===== src/rtl/ham_decoder_pipe_if.sv =====
// Valid/ready stream bundle for the Hamming(7,4) decoder: codeword in, corrected data out.
interface ham_decoder_pipe_if;
    logic [6:0] enc_ham_data;
    logic       in_valid;
    logic       in_ready;
    logic [3:0] data;
    logic [2:0] syndrome;
    logic       err_flag;
    logic       out_valid;
    logic       out_ready;

    modport master (
        output enc_ham_data, in_valid, out_ready,
        input  in_ready, data, syndrome, err_flag, out_valid
    );

    modport slave (
        input  enc_ham_data, in_valid, out_ready,
        output in_ready, data, syndrome, err_flag, out_valid
    );
endinterface


===== src/rtl/ham_decoder_pipe.sv =====
// Two-stage Hamming(7,4) single-error-correcting decoder with full backpressure
// and saturating delivered/corrected word counters.
module ham_decoder_pipe #(
    parameter int CNT_W = 16
) (
    input  logic             clk,
    input  logic             rst_n,
    ham_decoder_pipe_if.slave bus,
    input  logic             clr_cnt,
    output logic [CNT_W-1:0] word_cnt,
    output logic [CNT_W-1:0] corr_cnt
);

    localparam logic [CNT_W-1:0] CNT_ONE = CNT_W'(1);

    logic       r_s1_valid;
    logic [6:0] r_s1_code;
    logic [2:0] r_s1_syn;
    logic       r_s2_valid;
    logic [3:0] r_data;
    logic [2:0] r_syn;
    logic       r_err;

    logic       w_s2_adv;
    logic       w_s1_adv;
    logic       w_accept;
    logic       w_deliver;
    logic [2:0] w_syn;
    logic [6:0] w_flip;
    logic [6:0] w_fixed;

    assign w_s2_adv  = !r_s2_valid || bus.out_ready;
    assign w_s1_adv  = !r_s1_valid || w_s2_adv;
    assign w_accept  = bus.in_valid && w_s1_adv;
    assign w_deliver = r_s2_valid && bus.out_ready;

    assign w_syn = {bus.enc_ham_data[3] ^ bus.enc_ham_data[4] ^ bus.enc_ham_data[5] ^ bus.enc_ham_data[6],
                    bus.enc_ham_data[1] ^ bus.enc_ham_data[2] ^ bus.enc_ham_data[5] ^ bus.enc_ham_data[6],
                    bus.enc_ham_data[0] ^ bus.enc_ham_data[2] ^ bus.enc_ham_data[4] ^ bus.enc_ham_data[6]};

    // Syndrome k points at codeword position k, i.e. bit index k-1.
    always_comb begin
        w_flip = '0;
        if (r_s1_syn != 3'd0) begin
            w_flip = 7'd1 << (r_s1_syn - 3'd1);
        end
        w_fixed = r_s1_code ^ w_flip;
    end

    always_ff @(posedge clk or negedge rst_n) begin
        if (!rst_n) begin
            r_s1_valid <= 1'b0;
            r_s1_code  <= '0;
            r_s1_syn   <= '0;
        end else if (w_s1_adv) begin
            r_s1_valid <= bus.in_valid;
            if (w_accept) begin
                r_s1_code <= bus.enc_ham_data;
                r_s1_syn  <= w_syn;
            end
        end
    end

    always_ff @(posedge clk or negedge rst_n) begin
        if (!rst_n) begin
            r_s2_valid <= 1'b0;
            r_data     <= '0;
            r_syn      <= '0;
            r_err      <= 1'b0;
        end else if (w_s2_adv) begin
            r_s2_valid <= r_s1_valid;
            if (r_s1_valid) begin
                r_data <= {w_fixed[6], w_fixed[5], w_fixed[4], w_fixed[2]};
                r_syn  <= r_s1_syn;
                r_err  <= (r_s1_syn != 3'd0);
            end
        end
    end

    // A clear wins over the increment on the same edge; counters stick at all-ones.
    always_ff @(posedge clk or negedge rst_n) begin
        if (!rst_n) begin
            word_cnt <= '0;
            corr_cnt <= '0;
        end else if (clr_cnt) begin
            word_cnt <= '0;
            corr_cnt <= '0;
        end else if (w_deliver) begin
            if (word_cnt != '1) begin
                word_cnt <= word_cnt + CNT_ONE;
            end
            if (r_err && (corr_cnt != '1)) begin
                corr_cnt <= corr_cnt + CNT_ONE;
            end
        end
    end

    assign bus.in_ready  = w_s1_adv;
    assign bus.data      = r_data;
    assign bus.syndrome  = r_syn;
    assign bus.err_flag  = r_err;
    assign bus.out_valid = r_s2_valid;

endmodule


===== src/flat_wrapper.sv =====
// flat-port wrapper written by rule: the top's interface ports become plain ports
module ham_decoder_pipe_flat 
#(
    parameter int CNT_W = 16
)
  (clk, rst_n, clr_cnt, word_cnt, corr_cnt, bus_enc_ham_data, bus_in_valid, bus_out_ready, bus_in_ready, bus_data, bus_syndrome, bus_err_flag, bus_out_valid);
  ham_decoder_pipe_if bus_i ();
  input  logic clk;
  input  logic rst_n;
  input  logic clr_cnt;
  output logic [CNT_W-1:0] word_cnt;
  output logic [CNT_W-1:0] corr_cnt;
  input wire logic [$bits(bus_i.enc_ham_data)-1:0] bus_enc_ham_data;
  input wire logic [$bits(bus_i.in_valid)-1:0] bus_in_valid;
  input wire logic [$bits(bus_i.out_ready)-1:0] bus_out_ready;
  output wire logic [$bits(bus_i.in_ready)-1:0] bus_in_ready;
  output wire logic [$bits(bus_i.data)-1:0] bus_data;
  output wire logic [$bits(bus_i.syndrome)-1:0] bus_syndrome;
  output wire logic [$bits(bus_i.err_flag)-1:0] bus_err_flag;
  output wire logic [$bits(bus_i.out_valid)-1:0] bus_out_valid;
  assign bus_i.enc_ham_data = bus_enc_ham_data;
  assign bus_i.in_valid = bus_in_valid;
  assign bus_i.out_ready = bus_out_ready;
  assign bus_in_ready = bus_i.in_ready;
  assign bus_data = bus_i.data;
  assign bus_syndrome = bus_i.syndrome;
  assign bus_err_flag = bus_i.err_flag;
  assign bus_out_valid = bus_i.out_valid;
  ham_decoder_pipe #(.CNT_W(CNT_W)) u_core (.clk(clk), .rst_n(rst_n), .bus(bus_i), .clr_cnt(clr_cnt), .word_cnt(word_cnt), .corr_cnt(corr_cnt));
endmodule

===== config.mk =====
export PLATFORM = sky130hd
export DESIGN_NAME = ham_decoder_pipe_flat
export DESIGN_NICKNAME = d
export VERILOG_FILES = /design/src/rtl/ham_decoder_pipe_if.sv /design/src/rtl/ham_decoder_pipe.sv /design/src/flat_wrapper.sv
export SDC_FILE = /design/constraint.sdc
export NUM_CORES = 1
export LEC_CHECK = 0
export ABC_AREA = 1
export CORE_AREA = 5 5 82 84
export CTS_CLUSTER_DIAMETER = 40
export DETAILED_ROUTE_END_ITERATION = 12
export DIE_AREA = 0 0 87 89
export PLACE_DENSITY_LB_ADDON = 0.1
export SLEW_MARGIN = 5
export SYNTH_ARGS = -nofsm -noshare
export SYNTH_HDL_FRONTEND = slang
export SYNTH_SLANG_ARGS = --single-unit

===== constraint.sdc =====
create_clock -name clk -period 2.1 [get_ports clk]
set_input_delay 0.21 -clock clk [delete_from_list [all_inputs] [get_ports clk]]
set_output_delay 0.21 -clock clk [all_outputs]
set_load 0.03 [all_outputs]

# After elaboration in Yosys (flattened, before gate mapping)
# Index checks and enable logic that the tools add are counted.
# op_classes
n_addsub,3
mul,0
n_div,0
order_cmp,0
n_eq_ne,2
shifts,1
mux,7
bitwise,10
reduce_logical,15
# op_table
operator,count
$mux 16,6
$add 16x1->16 const B,2
$ne 16x16->1 const B,2
$xor 1x1->1,9
$reduce_and 2->1,4
$mux 7,1
$shl 1x3->7 const A,1
$xor 7x7->7,1
$reduce_bool 2->1,3
$logic_and 1x1->1,3
$reduce_bool 3->1,1
$sub 3x1->3 const B,1
$logic_not 1->1,2
$logic_or 1x1->1,2
# totals
register_bits,52
latchBits,0
ram_bits,0
mem_bits_ro,0
in_bits,12
output_inout_bits,42
word_cells,47
n_memories,0

# Longest topological paths before layout
# depth
word_depth,5
mapped_depth,10
depth_no_buf,9

# Least setup slack after synthesis
# No wires, ideal clock.
# synth_timing
path_type,flip-flop to flip-flop
startpoint,reg u_core.corr_cnt[1]
endpoint,reg u_core.corr_cnt[12]
setup_time_ps,66
t_arrival_ps,1655
required_time_ps,2034
setup_slack_ps,379
stages_incl_launch_ff,11
n_path_buf,1
period_less_slack_ps,1721
path_cell_list,dfrtp_1 ha_1 nand2_2 nor2_2 nand2_2 o21ai_2 nand2_2 inv_2 buf_6 nand2_1 nand2_1
# synth_via
elab_chain_cells,4
word_cells_on_any_way,8
# synth_rtl
item,line_no,rtl
"start, declared",ham_decoder_pipe.sv:11,output logic [CNT_W-1:0] corr_cnt
"start signal, assigned",ham_decoder_pipe.sv:93,corr_cnt <= corr_cnt + CNT_ONE;
$add 16x1->16 or $ne 16x16->1 (tied branches),"ham_decoder_pipe.sv:93, ham_decoder_pipe.sv:92",
$mux 16 or $logic_and 1x1->1 (tied branches),ham_decoder_pipe.sv:92,if (r_err && (corr_cnt != '1)) begin
$mux 16 or $reduce_bool 2->1 (tied branches),--,
$mux 16 or $reduce_and 2->1 (tied branches),--,
# Parallel ways exist; a longest one is shown, timed or not. The select of a mux whose other input is x is not followed.
# A chain may end at the register's enable or synchronous reset.

# Final worst setup path
# layout_timing
startpoint,"reg u_core.r_s2_valid, in the netlist u_core.bus.out_valid"
endpoint,out bus_in_ready
# layout_via
elab_chain_cells,3
# layout_rtl
item,line_no,rtl
"start, declared",ham_decoder_pipe.sv:19,logic r_s2_valid;
"start signal, assigned",ham_decoder_pipe.sv:71,r_s2_valid <= r_s1_valid;
$logic_not 1->1,ham_decoder_pipe.sv:32,assign w_s2_adv = !r_s2_valid || bus.out_ready;
$logic_or 1x1->1,ham_decoder_pipe.sv:32,
$logic_or 1x1->1,ham_decoder_pipe.sv:33,assign w_s1_adv = !r_s1_valid || w_s2_adv;
"end, declared",flat_wrapper.sv:16,output wire logic [$bits(bus_i.in_ready)-1:0] bus_in_ready;
# Every way passes these cells.

==> results.json <==
{
  "cts_hold_buf": 0,
  "syn_area_per_cell_um2": 7.478,
  "slowest_stage": "clkdlybuf4s50_1",
  "setup_violations": 0,
  "wirelength_mm": 6.711,
  "ir_drop_mv": 0.4817,
  "ys_ff_latch": 49,
  "postRouteAntennaNets": 0,
  "detail_route.vias_per_cell": 5.107,
  "grt_use_met2": 0.3230,
  "rows": 28,
  "synth_cell_types": 28,
  "status": "finished, violations left",
  "dpl_worst_slack_ps": 362.6,
  "vias": 2620,
  "path_buf_inv": 1,
  "synth_top_flop_cell": "dfrtp_1",
  "first_pass_iters": 6,
  "antenna_found_initial": 0,
  "dpl.hpwl_mm": 4.924,
  "clk_latency_ps": 300,
  "cellPowerDensity_mw_per_mm2": 649.5,
  "cts_resized": 0,
  "worst-setup-path-type": "flop to primary output",
  "synth_top_area_cell": "dfrtp_1",
  "cap_viol_max_count": 0,
  "post_cts_buffers": 0,
  "yosys.area.top_type_share": 0.4293,
  "rsz0062_at_grt": "no",
  "power_mw": 2.290,
  "n_antenna_cell": 0,
  "slew-limit-headroom": 0.5723,
  "endpoint_kind": "primary output",
  "finalCritPeriodShare": 0.8296,
  "h-tree-depth": 2,
  "holdWs_ps": -0.6909,
  "drt_iter0_drc": 118,
  "met3_usage": 0.03779,
  "setup_ws_ps": 357.7,
  "synth.most_common_cell": "nand2_1",
  "fmax_ghz": 0.5740,
  "grt_usage": 0.1894,
  "coreArea_mm2": 0.005851,
  "cts_tree": "yes",
  "slew_violations": 0,
  "wire_per_inst_um": 13.08,
  "cts_buffers": 5,
  "critPathTopFamily": "buffers and inverters",
  "leakage_nw": 1.565,
  "clk_pin_slew_worst_paths_ps": 90,
  "io_pins": 54,
  "critPathMaxFanout": 4,
  "synth_area_mm2": 0.002856,
  "io_buffers": 53,
  "synth_common_cells": "nand2_1, dfrtp_1, nand3_1, inv_1, nor2_1",
  "start_util": 0.4882,
  "path_cells": "nand3_1 -> clkdlybuf4s50_1",
  "die_height_um": 89,
  "met1_usage": 0.2455,
  "fillCellCount": 533,
  "worstPathRequired_ps": 1890,
  "cts-root-buf": "clkbuf_8",
  "synth_nets": 396,
  "nets": 451,
  "drive_above_1_share": 0.07991,
  "async_reset_ff_frac": 1.000,
  "synth-warning-count": 0,
  "worst_ep_arrival_time_ps": 1530,
  "gp_congestion": 0.8497,
  "worst_slew_pin_slew_ps": 641.5,
  "finalHoldViolations": 1,
  "die_w_um": 87,
  "slowest_delay_ps": 680,
  "busiest_layer": "met2",
  "fin_crit_ps": 1742,
  "finClkSkew_ps": 5.120,
  "synth_edf_count": 0,
  "area_growth_pct": 23.43,
  "startpoint_type": "flop",
  "clock-sinks": 49,
  "grt_pass1_wl_mm": 11.62,
  "setup_tns_ps": 0,
  "yosysSeqAreaShare": 0.4293,
  "synthCells": 382,
  "hp-class": "input port to asynchronous set/reset pin",
  "grt_pass1_vias": 2521,
  "ys_top_cells_by_area": "dfrtp_1, nand2_1, nand3_1",
  "cts_max_path_buffers": 2,
  "violations": "hold timing",
  "die_area_mm2": 0.007743,
  "overflow": 0,
  "drc": 0,
  "grt_max_degree": 50
}
-- path summary, 6_finish.rpt --
path,to,startpoint,cells past startpoint,slack [ps]
hold / removal,u_core.word_cnt[3]$_DFFE_PN0P_,rst_n,2,-0.7
setup reg to reg,u_core.corr_cnt[12]$_DFFE_PN0P_,u_core.corr_cnt[1]$_DFFE_PN0P_,9,390
min in group clk,u_core.bus.data[0]$_DFFE_PN0P_,u_core.bus.data[0]$_DFFE_PN0P_,2,500
setup / recovery,bus_in_ready,u_core.bus.out_valid$_DFFE_PN0P_,2,360
hold reg to reg,u_core.bus.data[0]$_DFFE_PN0P_,u_core.bus.data[0]$_DFFE_PN0P_,2,500
max in group asynchronous,u_core.bus.data[2]$_DFFE_PN0P_,rst_n,2,1670
-- placed cells by master (no fill, tap or decap), types with 4 or more instances in the layout --
master / n
dfrtp_1: 49
nand2_1: 122
o21ai_0: 17
nor2_2: 4
nand3_1: 34
nor2_1: 30
xnor2_1: 6
a21oi_1: 4
nand2_2: 6
inv_1: 30
clkbuf_8: 5
nand4_1: 18
clkdlybuf4s50_1: 52
o21bai_1: 8
inv_2: 4
buf_4: 4
xor2_1: 11
o21ai_1: 17
-- per-layer routing --
metal | share of wire | up-vias
met1 | 0.45 | 1203
li1 | - | 1345
met4 | 0.0097 | 0
met2 | 0.48 | 65
met5 | 0 | -
met3 | 0.058 | 7
-- cell families after synthesis --
kind of cell / share of synthesized area
simple gates: 0.3500
flops: 0.4293
compound gates: 0.09067
buf+inv: 0.06920
xor+xnor: 0.05212
fa+ha+maj: 0.008759
-- final cells by class --
cell class,instances,area (µm²),share of cell area
clock buffers,5,68.82,0.01952
inverters,35,131.4,0.03726
clock inverters,3,17.52,0.004968
multi-input cells,289,1433,0.4063
well taps,75,93.84,0.02661
flip-flops and latches,49,1226,0.3478
repair buffers,57,555.5,0.1576
-- per-stage QoR --
stage                 util  instances  instance area [µm²]
floorplan                -        382                 2856
global placement    0.5879        505                 3440
detailed placement  0.5879        505                 3440
CTS                 0.6027        513                 3526
global route        0.6027        513                 3526
finish              0.6027        513                 3526
-- where the power goes --
group,internal [mW],switching (mW),total [mW]
Combinational,0.231,0.380,0.611
Clock,0.231,0.328,0.559
Sequential,1.04,0.0788,1.12
Total,1.50,0.786,2.29
-- state kept, by name (all words and copies together), names as in the netlist --
| register | count |
|---|---|
| u_core.corr_cnt | 16 |
| u_core.bus.err_flag | 1 |
| u_core.bus.data | 4 |
| u_core.word_cnt | 16 |
| u_core.bus.out_valid | 1 |
| u_core.r_s1_syn | 3 |
| u_core.r_s1_valid | 1 |
| u_core.r_s1_code | 4 |
| u_core.bus.syndrome | 3 |
(Power assumes the default switching activity.)
